File: config.mk
export PLATFORM = sky130hd
export DESIGN_NAME = fact_cu
export DESIGN_NICKNAME = d
export VERILOG_FILES = /design/src/rtl/fact_pkg.sv /design/src/rtl/fact_cu_dec.sv /design/src/rtl/fact_cu.sv
export SDC_FILE = /design/constraint.sdc
export NUM_CORES = 1
export LEC_CHECK = 0
export CORE_AREA = 2 2 39 41
export CTS_CLUSTER_SIZE = 25
export DETAILED_ROUTE_END_ITERATION = 10
export DIE_AREA = 0 0 41 43
export PLACE_DENSITY = 0.77
export SLEW_MARGIN = 20
export SYNTH_ARGS = -nofsm -noshare
export SYNTH_HDL_FRONTEND = slang
export SYNTH_SLANG_ARGS = --single-unit
File: constraint.sdc
create_clock -name CLK -period 2.65 [get_ports CLK]
set_input_delay 0.265 -clock CLK [delete_from_list [all_inputs] [get_ports CLK]]
set_output_delay 0.265 -clock CLK [all_outputs]
set_load 0.02 [all_outputs]
File: src/rtl/fact_pkg.sv
// -----------------------------------------------------------------------------
// fact_pkg
// Shared definitions for the iterative factorial control unit and the
// factorial top level.
//   state_t      : FSM state encoding, also driven on the CS debug port
//   FACT_MAX_N   : largest N whose factorial fits in 32 bits
//   CV_*         : bit positions in the control vector that the decoder
//                  produces and the top level fans out to the datapath pins
// -----------------------------------------------------------------------------
package fact_pkg;

    typedef enum logic [2:0] {
        ST_IDLE  = 3'd0,
        ST_LOAD  = 3'd1,
        ST_CHECK = 3'd2,
        ST_MULT  = 3'd3,
        ST_DONE  = 3'd4,
        ST_ERROR = 3'd5
    } state_t;

    localparam int FACT_MAX_N = 12;

    // Control vector layout
    localparam int CV_CNT_LD = 0;
    localparam int CV_CNT_EN = 1;
    localparam int CV_MUX    = 2;
    localparam int CV_REG_LD = 3;
    localparam int CV_DONE   = 4;
    localparam int CV_ERR    = 5;
    localparam int CV_W      = 6;

endpackage

File: src/rtl/fact_cu_dec.sv
// -----------------------------------------------------------------------------
// fact_cu_dec
// Pure combinational decoder from the registered FSM state to the datapath
// control vector (Moore outputs).
//   state : current FSM state
//   ctrl  : control vector, bit positions CV_* from fact_pkg
// Build option: FACT_ERR_EN -- when defined, the ERROR state drives the ERR
// bit; otherwise ERR is never asserted.
// -----------------------------------------------------------------------------
module fact_cu_dec
    import fact_pkg::*;
(
    input  state_t            state,
    output logic [CV_W-1:0]   ctrl
);

    always_comb begin
        ctrl = '0;
        case (state)
            ST_LOAD: begin
                // counter <= N, register <= 1
                ctrl[CV_CNT_LD] = 1'b1;
                ctrl[CV_MUX]    = 1'b1;
                ctrl[CV_REG_LD] = 1'b1;
            end
            ST_MULT: begin
                // register <= register * count, count--
                ctrl[CV_REG_LD] = 1'b1;
                ctrl[CV_CNT_EN] = 1'b1;
            end
            ST_DONE: begin
                ctrl[CV_DONE] = 1'b1;
            end
`ifdef FACT_ERR_EN
            ST_ERROR: begin
                ctrl[CV_ERR] = 1'b1;
            end
`endif
            default: begin
                ctrl = '0;
            end
        endcase
    end

endmodule

File: src/rtl/fact_cu.sv
// -----------------------------------------------------------------------------
// fact_cu
// Control unit for the iterative factorial datapath. Sequences counter load,
// result-register init, and CHECK/MULT iterations until the datapath reports
// the counter is no longer greater than one.
// Ports:
//   CLK, RST : rising-edge clock, asynchronous active-high reset
//   GO, N    : request level and operand
//   GT       : datapath flag, counter value > 1
//   CNT_LD, CNT_EN, MUX, REG_LD, DONE, ERR : datapath/handshake controls
//   CS       : current state encoding (debug)
// Build option: FACT_ERR_EN -- when defined, requests with N > MAX_N go to
// the ERROR state instead of being computed.
//
// Handshake: GO is a level. It is accepted only in IDLE (N sampled on that
// same edge). The FSM then runs to completion regardless of GO. DONE (or ERR)
// holds while GO stays high and the FSM returns to IDLE on the first edge
// that sees GO low, so a new request needs at least one IDLE cycle.
// -----------------------------------------------------------------------------
module fact_cu
    import fact_pkg::*;
#(
    parameter int WIDTH = 32,
    parameter int MAX_N = FACT_MAX_N
) (
    input  logic             CLK,
    input  logic             RST,
    input  logic             GO,
    input  logic [WIDTH-1:0] N,
    input  logic             GT,
    output logic             CNT_LD,
    output logic             CNT_EN,
    output logic             MUX,
    output logic             REG_LD,
    output logic             DONE,
    output logic             ERR,
    output logic [2:0]       CS
);

    state_t           state;
    state_t           state_nxt;
    logic [CV_W-1:0]  ctrl;
    logic             n_too_big;

`ifdef FACT_ERR_EN
    localparam logic [WIDTH-1:0] MAX_N_W = WIDTH'(MAX_N);
    // Unsigned compare over the full operand width
    assign n_too_big = (N > MAX_N_W);
`else
    logic unused_cfg;
    assign n_too_big  = 1'b0;
    assign unused_cfg = (^N) ^ (MAX_N > 0);
`endif

    always_ff @(posedge CLK or posedge RST) begin
        if (RST) begin
            state <= ST_IDLE;
        end else begin
            state <= state_nxt;
        end
    end

    always_comb begin
        state_nxt = state;
        case (state)
            ST_IDLE: begin
                if (GO) begin
                    state_nxt = n_too_big ? ST_ERROR : ST_LOAD;
                end
            end
            ST_LOAD:  state_nxt = ST_CHECK;
            ST_CHECK: state_nxt = GT ? ST_MULT : ST_DONE;
            ST_MULT:  state_nxt = ST_CHECK;
            ST_DONE: begin
                if (!GO) begin
                    state_nxt = ST_IDLE;
                end
            end
`ifdef FACT_ERR_EN
            ST_ERROR: begin
                if (!GO) begin
                    state_nxt = ST_IDLE;
                end
            end
`endif
            // Unused encodings recover to IDLE
            default:  state_nxt = ST_IDLE;
        endcase
    end

    fact_cu_dec u_dec (
        .state (state),
        .ctrl  (ctrl)
    );

    assign CNT_LD = ctrl[CV_CNT_LD];
    assign CNT_EN = ctrl[CV_CNT_EN];
    assign MUX    = ctrl[CV_MUX];
    assign REG_LD = ctrl[CV_REG_LD];
    assign DONE   = ctrl[CV_DONE];
    assign ERR    = ctrl[CV_ERR];
    assign CS     = state;

endmodule

# After elaboration in Yosys (flattened, before gate mapping)
# Cells that the tools add are included.
dict set report totals {
  register_bits 3
  latchBits 0
  ram_bits 0
  rom_bits 0
  inputBits 36
  out_inout_bits 9
  word_cells 18
  n_memories 0
}
dict set report classes {
  addsub 0
  multipliers 0
  n_div 0
  n_lt_le_gt_ge 0
  n_eq_ne 6
  n_shift 0
  n_mux 8
  bitwise_logic 0
  n_reduce_logical 3
}
# operator n
set op_table {}
lappend op_table {{3-bit one-hot mux with 4 select lines} 1}
lappend op_table {{3-bit two-way mux} 3}
lappend op_table {{3-bit by 2-bit == test with 1-bit output, second input constant} 2}
lappend op_table {{1-bit two-way mux} 4}
lappend op_table {{2-bit != test, second input constant} 2}
lappend op_table {{3-bit by 1-bit == test with 1-bit output, second input constant} 1}
lappend op_table {{3-bit == test, second input constant} 1}
lappend op_table {{3-bit logical NOT} 1}
lappend op_table {{2-bit AND reduction} 1}
lappend op_table {{2-bit OR reduction} 1}

# Logic depth before layout (Yosys ltp)
# Gate-level depths: netlist of run 1.
dict set report depth {
  depth_word 3
  mapped_depth 3
  depth_no_buf 2
}

# Hierarchy
# A second synthesis of run 1 with hierarchy kept.
dict set report hier_totals {
  hier_cells 18
  area_unflattened_um2 182.7
}
# mod instances cells_per_inst area_per_inst_um2 seq_area_each_um2
set by_module_without_submodules {}
lappend by_module_without_submodules {fact_cu 1 11 123.9 75.1}
lappend by_module_without_submodules {fact_cu_dec 1 7 58.8 0.0}

# Worst setup path before layout of run 1
# Ideal clock, no wire load.
dict set report synth_path {
  path_kind {reg2out}
  from {register state[0] (netlist: CS[0])}
  to {output MUX}
  arrival_time_ns 1.377
  required_ns 2.385
  slack_ns 1.008
  path_stages_with_launch 4
  path_buffers 1
  path_cell_list {dfrtp_1 nor2b_1 and2b_2 buf_4}
}
dict set report synth_via {
  elab_chain_len 2
}
# element line
set synth_rtl {}
lappend synth_rtl {{start, declared} fact_cu.sv:40} ;# state_t state;
lappend synth_rtl {{start signal, assigned} fact_cu.sv:59} ;# state <= state_nxt;
lappend synth_rtl {{3-bit by 1-bit == test with 1-bit output} -}
lappend synth_rtl {{1-bit two-way mux} -}
lappend synth_rtl {{end, declared} fact_cu.sv:33} ;# output logic MUX,
# Every way passes these cells.

# Final worst setup path of run 1
dict set report layout_path {
  from {register state[0] (netlist: CS[0])}
  to {output MUX}
}
dict set report layout_via {
  elab_chain_len 2
}
# element line
set layout_rtl {}
lappend layout_rtl {{3-bit by 1-bit == test with 1-bit output} fact_cu_dec.sv:19} ;# case (state)
lappend layout_rtl {{1-bit two-way mux} fact_cu_dec.sv:19}
# Every way passes these cells.

==> impl_metrics.toml, run 1 <==
[worst_setup_path]
crit_chain = "nor2b_1, and2b_2, clkdlybuf4s50_1"
max_stage_delay_ns = 0.59
crit_slowest_cell = "clkdlybuf4s50_1"
critPathKind = "reg -> out"
r2r_cells = 2
cp_top_family = "buffers and inverters"
cp_max_fo = 6
cp-end-kind = "primary output"
cp.required_ns = 2.38
critPathBufInv = 1
arrival_ns = 1.63
cp-start-kind = "flip-flop"
cp.depth = 3

[sta]
setup_tns_ns = 0
period_share_pct = 71.69
rsz0062_at_grt = "no"
hold_violations = 0
fmax_mhz = 526.4
skew_ns = 0.002755
setup_viol = 0
period_needed_ns = 1.900
finalMaxSlewViolations = 0

[global_routing]
antenna_found_initial = 0
grt_pass1_vias = 161
grt_pass1_wl_um = 662
grt_max_degree = 9
grt.overflow.total = 0
grt_usage_pct = 6.445

[cells_and_area]
nets = 68
largest_register_ffs = 3
stdcell_count = 47
antennaDiodeCount = 0
synthToLayoutAreaGrowth_pct = 80.14
final_util_pct = 22.97
layout-drive-gt1-share_pct = 19.35
fill_cells = 156

[placed_design]
routabilityCongestion = 0.5511
dp.cells = 43
port_buffers = 11

[floorplanning]
io-pin-count = 45
die_h_um = 43
core.rowCount = 14
initial_utilization_pct = 12.75
fp.dieArea_mm2 = 0.001763
die_x_um = 41
coreArea_mm2 = 0.001384

[flow_run]
drv_cap = 0

[clocking]
cts-hold-fix-buffers = 0
cts_tree = "yes"
cts_resized = 0
clockBufferDepth = 2
cts_made_buffers = 3
cts_setup_buffers = 0
cts.clk_slew.worst_paths_ns = 0.04
cts_sinks = 3
root_buffer = "clkbuf_4"
h-tree-depth = 1
clk_latency_ns = 0.24

[routing]
vias = 168
drc = 0
firstDrtPassIters = 1
wl_per_cell_um = 8.298
drt_iter0_drc = 0
via_per_inst = 3.574
antenna_left = 0
wirelength_um = 390

[logic_synthesis]
yosysWarningCount = 0
syn_inst = 18
syn_nets = 54
yosys.cell_types.count = 15
synth.avg_cell_area_um2 = 9.801
seq_area_frac_synth_pct = 42.55
synth-seq-cells = 3
synth_area_um2 = 176.4

[power_and_ir_drop]
ir_drop_v = 0.0003183
p_per_area_mw_per_mm2 = 1323
total_power_w = 0.0004206
p_leak_nw = 0.1312

[hold_path]
min_path_type = "in -> async"

[status]
status = "finished clean"
[report_power, final]
part / switching, W / internal, W / total, W
Sequential: 0.0000365 / 0.0000670 / 0.000103
Clock: 0.0000251 / 0.0000565 / 0.0000816
Combinational: 0.000110 / 0.000125 / 0.000236
[per-stage QoR]
step | cell area [um2] | setup slack (ns) | hold WS [ns]
global route | 317.8 | 0.6398 | 0.2003
detailed placement | 291.5 | 0.9870 | 0.4443
finish | 317.8 | 0.7501 | 0.1905
floorplan | 176.4 | 1.008 | 0.01864
global placement | 291.5 | 1.014 | 0.4402
CTS | 317.8 | 0.7336 | 0.1903
[synth_stat cells (all sizes together)]
master / count / area share (%)
inv: 1 / 2.1
buf: 2 / 8.5
nor2b: 1 / 3.5
nor2: 1 / 2.1
or3b: 1 / 5.0
and2b: 1 / 5.0
nor3: 1 / 2.8
mux2i: 1 / 5.7
and2: 1 / 4.3
dfrtp: 3 / 43
a21oi: 2 / 7.8
nor3b: 1 / 4.3
conb: 1 / 2.1
nand3b: 1 / 4.3
[kinds of logic (layout without fill, tap and decap cells)]
| logic type | count (synthesis) | in the layout | synth area share [%] |
|---|---|---|---|
| DFF | 3 | 3 | 42.55 |
| muxes | 1 | 1 | 5.674 |
| other | 1 | 1 | 2.126 |
| buffers and inverters | 3 | 16 | 10.63 |
| and+or+nand+nor | 8 | 8 | 31.21 |
| AOI/OAI and AO/OA | 2 | 2 | 7.800 |
[worst paths after layout]
kind | from | end | slack (ns)
min in group CLK | CS[0]$_DFFE_PP0P_ | CS[2]$_DFFE_PP0P_ | 0.52
worst min register to register | CS[0]$_DFFE_PP0P_ | CS[2]$_DFFE_PP0P_ | 0.52
worst min-delay path | RST | CS[2]$_DFFE_PP0P_ | 0.19
worst max register to register | CS[1]$_DFFE_PP0P_ | CS[2]$_DFFE_PP0P_ | 1.58
max in group asynchronous | RST | CS[0]$_DFFE_PP0P_ | 2.33
worst max-delay path | CS[0]$_DFFE_PP0P_ | MUX | 0.75
[area by class of cell]
type | count | area, um2 | area share [%]
Timing Repair Buffer | 11 | 110.1 | 34.65
Tap cell | 16 | 20.02 | 6.299
Inverter | 1 | 3.754 | 1.181
Clock buffer | 4 | 26.28 | 8.268
Sequential cell | 3 | 75.07 | 23.62
Multi-Input combinational cell | 12 | 82.58 | 25.98
[routing by layer]
| layer | part of all wire (%) | GRT usage (%) |
|---|---|---|
| met2 | 33 | 6.563 |
| met5 | 0 | 0 |
| met4 | 3.8 | 8.000 |
| met1 | 43 | 6.818 |
| met3 | 19 | 5.236 |
[cells in the final DEF, fill, tap and decap left out]
| cell type | Yosys | layout |
|---|---|---|
| a21oi_1 | 1 | 1 |
| a21oi_2 | 1 | 1 |
| and2_2 | 1 | 1 |
| and2b_2 | 1 | 1 |
| clkbuf_1 | 0 | 1 |
| clkbuf_4 | 0 | 3 |
| clkdlybuf4s50_1 | 0 | 11 |
| conb_1 | 1 | 1 |
| dfrtp_1 | 3 | 3 |
| inv_1 | 1 | 1 |
| mux2i_1 | 1 | 1 |
| nand3b_1 | 1 | 1 |
| nor2_1 | 1 | 1 |
| nor2b_1 | 1 | 1 |
| nor3_1 | 1 | 1 |
| nor3b_1 | 1 | 1 |
| or3b_1 | 1 | 1 |
No activity file was read; power rests on OpenSTA's default activity.
==> run 2: changes to the inputs <==
Clock period 2.65 ns to 1.9 ns, I/O delays scaled along.
==> run 2 against run 1 <==
Compared with the run above: sequential cell count did not move; sequential power rose by 40%; non-clock buffer count did not move; setup slack got worse by 0.58 ns; critical path depth fell by 1.
==> impl_metrics.toml, run 2 (synthesis gave the netlist of run 1 again) <==
[sta]
skew_ns = 0.002755
hold_violations = 0
setup_viol = 0
rsz0062_at_grt = "no"
period_share_pct = 90.87
fmax_mhz = 579.2
hold_ws_ns = 0.1155
setup_tns_ns = 0
finalMaxSlewViolations = 0
period_needed_ns = 1.726

[power_and_ir_drop]
switchingPower_w = 0.0002392
p_leak_nw = 0.1794
p_seq_share_pct = 24.9
p_per_area_mw_per_mm2 = 1784
p_int_w = 0.0003411
ir_drop_v = 0.0004420
combPwrFrac_pct = 55.5
pwr-share-clk_pct = 19.6
switching_share_pct = 41.22

[routing]
via_per_inst = 3.553
wl_per_cell_um = 8.426
antenna_left = 0
drc = 0
firstDrtPassIters = 1
drt_iter0_drc = 0
wirelength_um = 396
vias = 167

[worst_setup_path]
critPathLaunch = "CS[1]$_DFFE_PP0P_"
r2r_cells = 2
cp-end-kind = "primary output"
arrival_ns = 1.54
cp.required_ns = 1.71
cp.depth = 2
rrSetupSlack_ns = 0.83
cp-start-kind = "flip-flop"
crit_slowest_cell = "clkdlybuf4s50_1"
crit_chain = "nor3b_1, clkdlybuf4s50_1"
cp-endpoint = "DONE"
reg2reg_to = "CS[2]$_DFFE_PP0P_"
cp_top_family = "buffers and inverters"
max_stage_delay_ns = 0.63
rr_startpoint = "CS[1]$_DFFE_PP0P_"
critPathKind = "reg -> out"
critPathBufInv = 1
cp_max_fo = 8

[clocking]
cts_made_buffers = 3
cts_tree = "yes"
clockBufferDepth = 2
root_buffer = "clkbuf_4"
clk_latency_ns = 0.24
cts_sinks = 3
h-tree-depth = 1
cts.clk_slew.worst_paths_ns = 0.04

[cells_and_area]
antennaDiodeCount = 0
layout_commonest_cell = "clkdlybuf4s50_1"
multi_input_area_um2 = 82.58
synthToLayoutAreaGrowth_pct = 84.40
nets = 68
stdcell_count = 47
seq_area_um2 = 75.07
layout-drive-gt1-share_pct = 19.35
fill_cells = 152
mostFrequentLayoutCells = "clkdlybuf4s50_1 (8), dfrtp_1 (3), clkbuf_4 (3), dlymetal6s2s_1 (3)"
largest_register_ffs = 3

[floorplanning]
die_h_um = 43
initial_utilization_pct = 12.75
die_x_um = 41
io-pin-count = 45
core.rowCount = 14
coreArea_mm2 = 0.001384
fp.dieArea_mm2 = 0.001763

[flow_run]
drv_cap = 0

[global_routing]
grt_max_degree = 9
grt_pass1_wl_um = 662
antenna_found_initial = 0
grt_pass1_vias = 161
grt_usage_pct = 6.445
grt.overflow.total = 0

[placed_design]
port_buffers = 11
dp.cells = 43
routabilityCongestion = 0.5511

[status]
status = "finished clean"

[hold_path]
min_path_type = "in -> async"
run 2: metal layers:
layer / vias up / share of wire, % / GRT usage (%)
met5: - / 0 / 0
met4: 0 / 3.8 / 8.000
met3: 2 / 20 / 5.236
met2: 14 / 33 / 6.563
met1: 70 / 43 / 6.818
li1: 81 / - / -
run 2: cell type report:
cell class | instances | share of cell area, %
Timing Repair Buffer | 11 | 36.15
Multi-Input combinational cell | 12 | 25.38
Sequential cell | 3 | 23.08
Clock buffer | 4 | 8.077
Tap cell | 16 | 6.154
Inverter | 1 | 1.154
run 2: worst min path at each step:
stage / startpoint / to / cells past startpoint
global route: RST / CS[0]$_DFFE_PP0P_ / 2
detailed placement: RST / CS[1]$_DFFE_PP0P_ / 2
global placement: RST / CS[2]$_DFFE_PP0P_ / 2
finish: RST / CS[2]$_DFFE_PP0P_ / 2
floorplan: RST / CS[0]$_DFFE_PP0P_ / 1
CTS: RST / CS[2]$_DFFE_PP0P_ / 2
run 2: power by group through the flow:
stage	Sequential, W	Clock (W)	Combinational (W)
6_report	0.000144	0.000114	0.000322
5_1_grt	0.000152	0.000128	0.000348
4_1_cts	0.000143	0.000119	0.000332
3_5_place_dp	0.000144	0	0.000332
3_3_place_gp	0.000142	0	0.000326
2_1_floorplan	0.000171	0	0.000153
run 2: per-stage QoR:
| stage | util, % | total power, W | cell area [um2] | worst slack (ns) |
|---|---|---|---|---|
| global placement | 21.07 | 0.0004678 | 291.5 | 0.3392 |
| detailed placement | 21.07 | 0.0004751 | 291.5 | 0.3120 |
| global route | 23.51 | 0.0006277 | 325.3 | 0.1145 |
| floorplan | - | 0.0003237 | 176.4 | 0.3327 |
| CTS | 22.97 | 0.0005937 | 317.8 | 0.05858 |
| finish | 23.51 | 0.0005802 | 325.3 | 0.1735 |
run 2: timing repair:
item / CTS / global route
setup buffers: 0 / 0
gates resized for setup: 0 / 3
hold buffers: 0 / 0
setup endpoints to repair: 0 / 3
==> run 3: changes to the inputs <==
Settings changed: CTS_BUF_LIST from default to sky130_fd_sc_hd__clkbuf_16.
==> run 3 against run 2 <==
Compared with the run above: cell area is 16% higher; hold slack better by 0.018 ns; sequential cell count is the same; first-iteration DRC count grew 2; clock skew fell by 0.00060 ns; routed wire length rose by 4.3%; power up 37%; critical path type unchanged; via count up 0.60%; clock power increased to 2.9 times the previous value; cell count unchanged; critical endpoint unchanged.
==> impl_metrics.toml, run 3 (synthesis gave the netlist of run 1 again) <==
[status]
status = "finished clean"

[worst_setup_path]
cp-end-kind = "primary output"
cp-start-kind = "flip-flop"
rrSetupSlack_ns = 0.84
arrival_ns = 1.51
reg2reg_to = "CS[2]$_DFFE_PP0P_"
r2r_cells = 2
cp.required_ns = 1.71
rr_startpoint = "CS[2]$_DFFE_PP0P_"
cp_max_fo = 8
critPathKind = "reg -> out"

[routing]
via_per_inst = 3.574
vias = 168
firstDrtPassIters = 2
antenna_left = 0
wl_per_cell_um = 8.787
drc = 0
drt_iter0_drc = 2
wirelength_um = 413

[cells_and_area]
largest_register_ffs = 3
layout-drive-gt1-share_pct = 19.35
layout_commonest_cell = "clkdlybuf4s50_1"
nets = 68
synthToLayoutAreaGrowth_pct = 114.2
final_util_pct = 27.31
antennaDiodeCount = 0
mostFrequentLayoutCells = "clkdlybuf4s50_1 (8), dfrtp_1 (3), clkbuf_16 (3), dlymetal6s2s_1 (3), inv_1 (2)"

[floorplanning]
core.rowCount = 14
io-pin-count = 45
die_x_um = 41
die_h_um = 43
coreArea_mm2 = 0.001384
initial_utilization_pct = 12.75
fp.dieArea_mm2 = 0.001763

[hold_path]
min_path_type = "in -> async"

[placed_design]
port_buffers = 11
routabilityCongestion = 0.5511

[global_routing]
grt_max_degree = 9
grt_pass1_vias = 169
grt.overflow.total = 0
grt_pass1_wl_um = 696
antenna_found_initial = 0
grt_usage_pct = 6.640

[flow_run]
drv_cap = 0

[clocking]
cts_sinks = 3
clockBufferDepth = 2
h-tree-depth = 1
root_buffer = "clkbuf_16"
cts_setup_buffers = 0
clk_latency_ns = 0.22
cts_tree = "yes"
cts_made_buffers = 3
cts-hold-fix-buffers = 0
cts_resized = 0
cts.clk_slew.worst_paths_ns = 0.03

[power_and_ir_drop]
total_power_w = 0.0007932
p_per_area_mw_per_mm2 = 2099
ir_drop_v = 0.0006064
p_leak_nw = 0.2067

[sta]
skew_ns = 0.002159
period_share_pct = 89.71
fmax_mhz = 586.7
finalMaxSlewViolations = 0
rsz0062_at_grt = "no"
setup_tns_ns = 0
period_needed_ns = 1.705
hold_violations = 0
setup_viol = 0
[run 3: cell count changes in the layout (fill, tap and decap cells not counted), sizes merged]
cell,change
clkbuf,-1
inv,+1
[run 3: worst max path at each step]
stage / cells past startpoint / end / startpoint / slack [ns]
6_report: 2 / DONE / CS[1]$_DFFE_PP0P_ / 0.20
5_1_grt: 2 / DONE / CS[1]$_DFFE_PP0P_ / 0.14
4_1_cts: 3 / MUX / CS[0]$_DFFE_PP0P_ / 0.08
3_5_place_dp: 3 / MUX / CS[0]$_DFFE_PP0P_ / 0.31
3_3_place_gp: 3 / MUX / CS[0]$_DFFE_PP0P_ / 0.34
2_1_floorplan: 3 / MUX / CS[0]$_DFFE_PP0P_ / 0.33
[run 3: report_power, final]
part	switching, W	internal [W]	total (W)
Sequential	0.0000503	0.0000935	0.000144
Combinational	0.000153	0.000169	0.000322
Clock	0.0000559	0.000271	0.000327
Total	0.000260	0.000534	0.000793
[run 3: cell type report]
type / instances / area, um2
Sequential cell: 3 / 75.07
Inverter: 1 / 3.754
Timing Repair Buffer: 11 / 117.6
Tap cell: 16 / 20.02
Fill cell: 147 / 1006
Clock buffer: 3 / 75.07
Multi-Input combinational cell: 12 / 82.58
Clock inverter: 1 / 3.754
[run 3: critical path: stages, from the launching register on]
cell	delay, ns
dfrtp_1	0.44
nor3b_1	0.22
clkdlybuf4s50_1	0.63
[run 3: per-stage QoR]
stage          area, um2  worst slack (ns)  hold slack [ns]  instances
2_1_floorplan      176.4            0.3327         -0.05636         18
3_3_place_gp       291.5            0.3392           0.3652         43
3_5_place_dp       291.5            0.3120           0.3693         43
4_1_cts            370.4           0.07693           0.1364         47
5_1_grt            377.9            0.1375           0.1543         47
6_report           377.9            0.1954           0.1333         47
[run 3: layer usage]
layer	routed length, um	share of wire (%)	track usage, %	up-vias
met5	0	0	0	-
met4	0	0	6.000	0
met3	95	23	5.759	0
met2	151	37	7.813	14
met1	167	40	6.796	73
li1	-	-	-	81
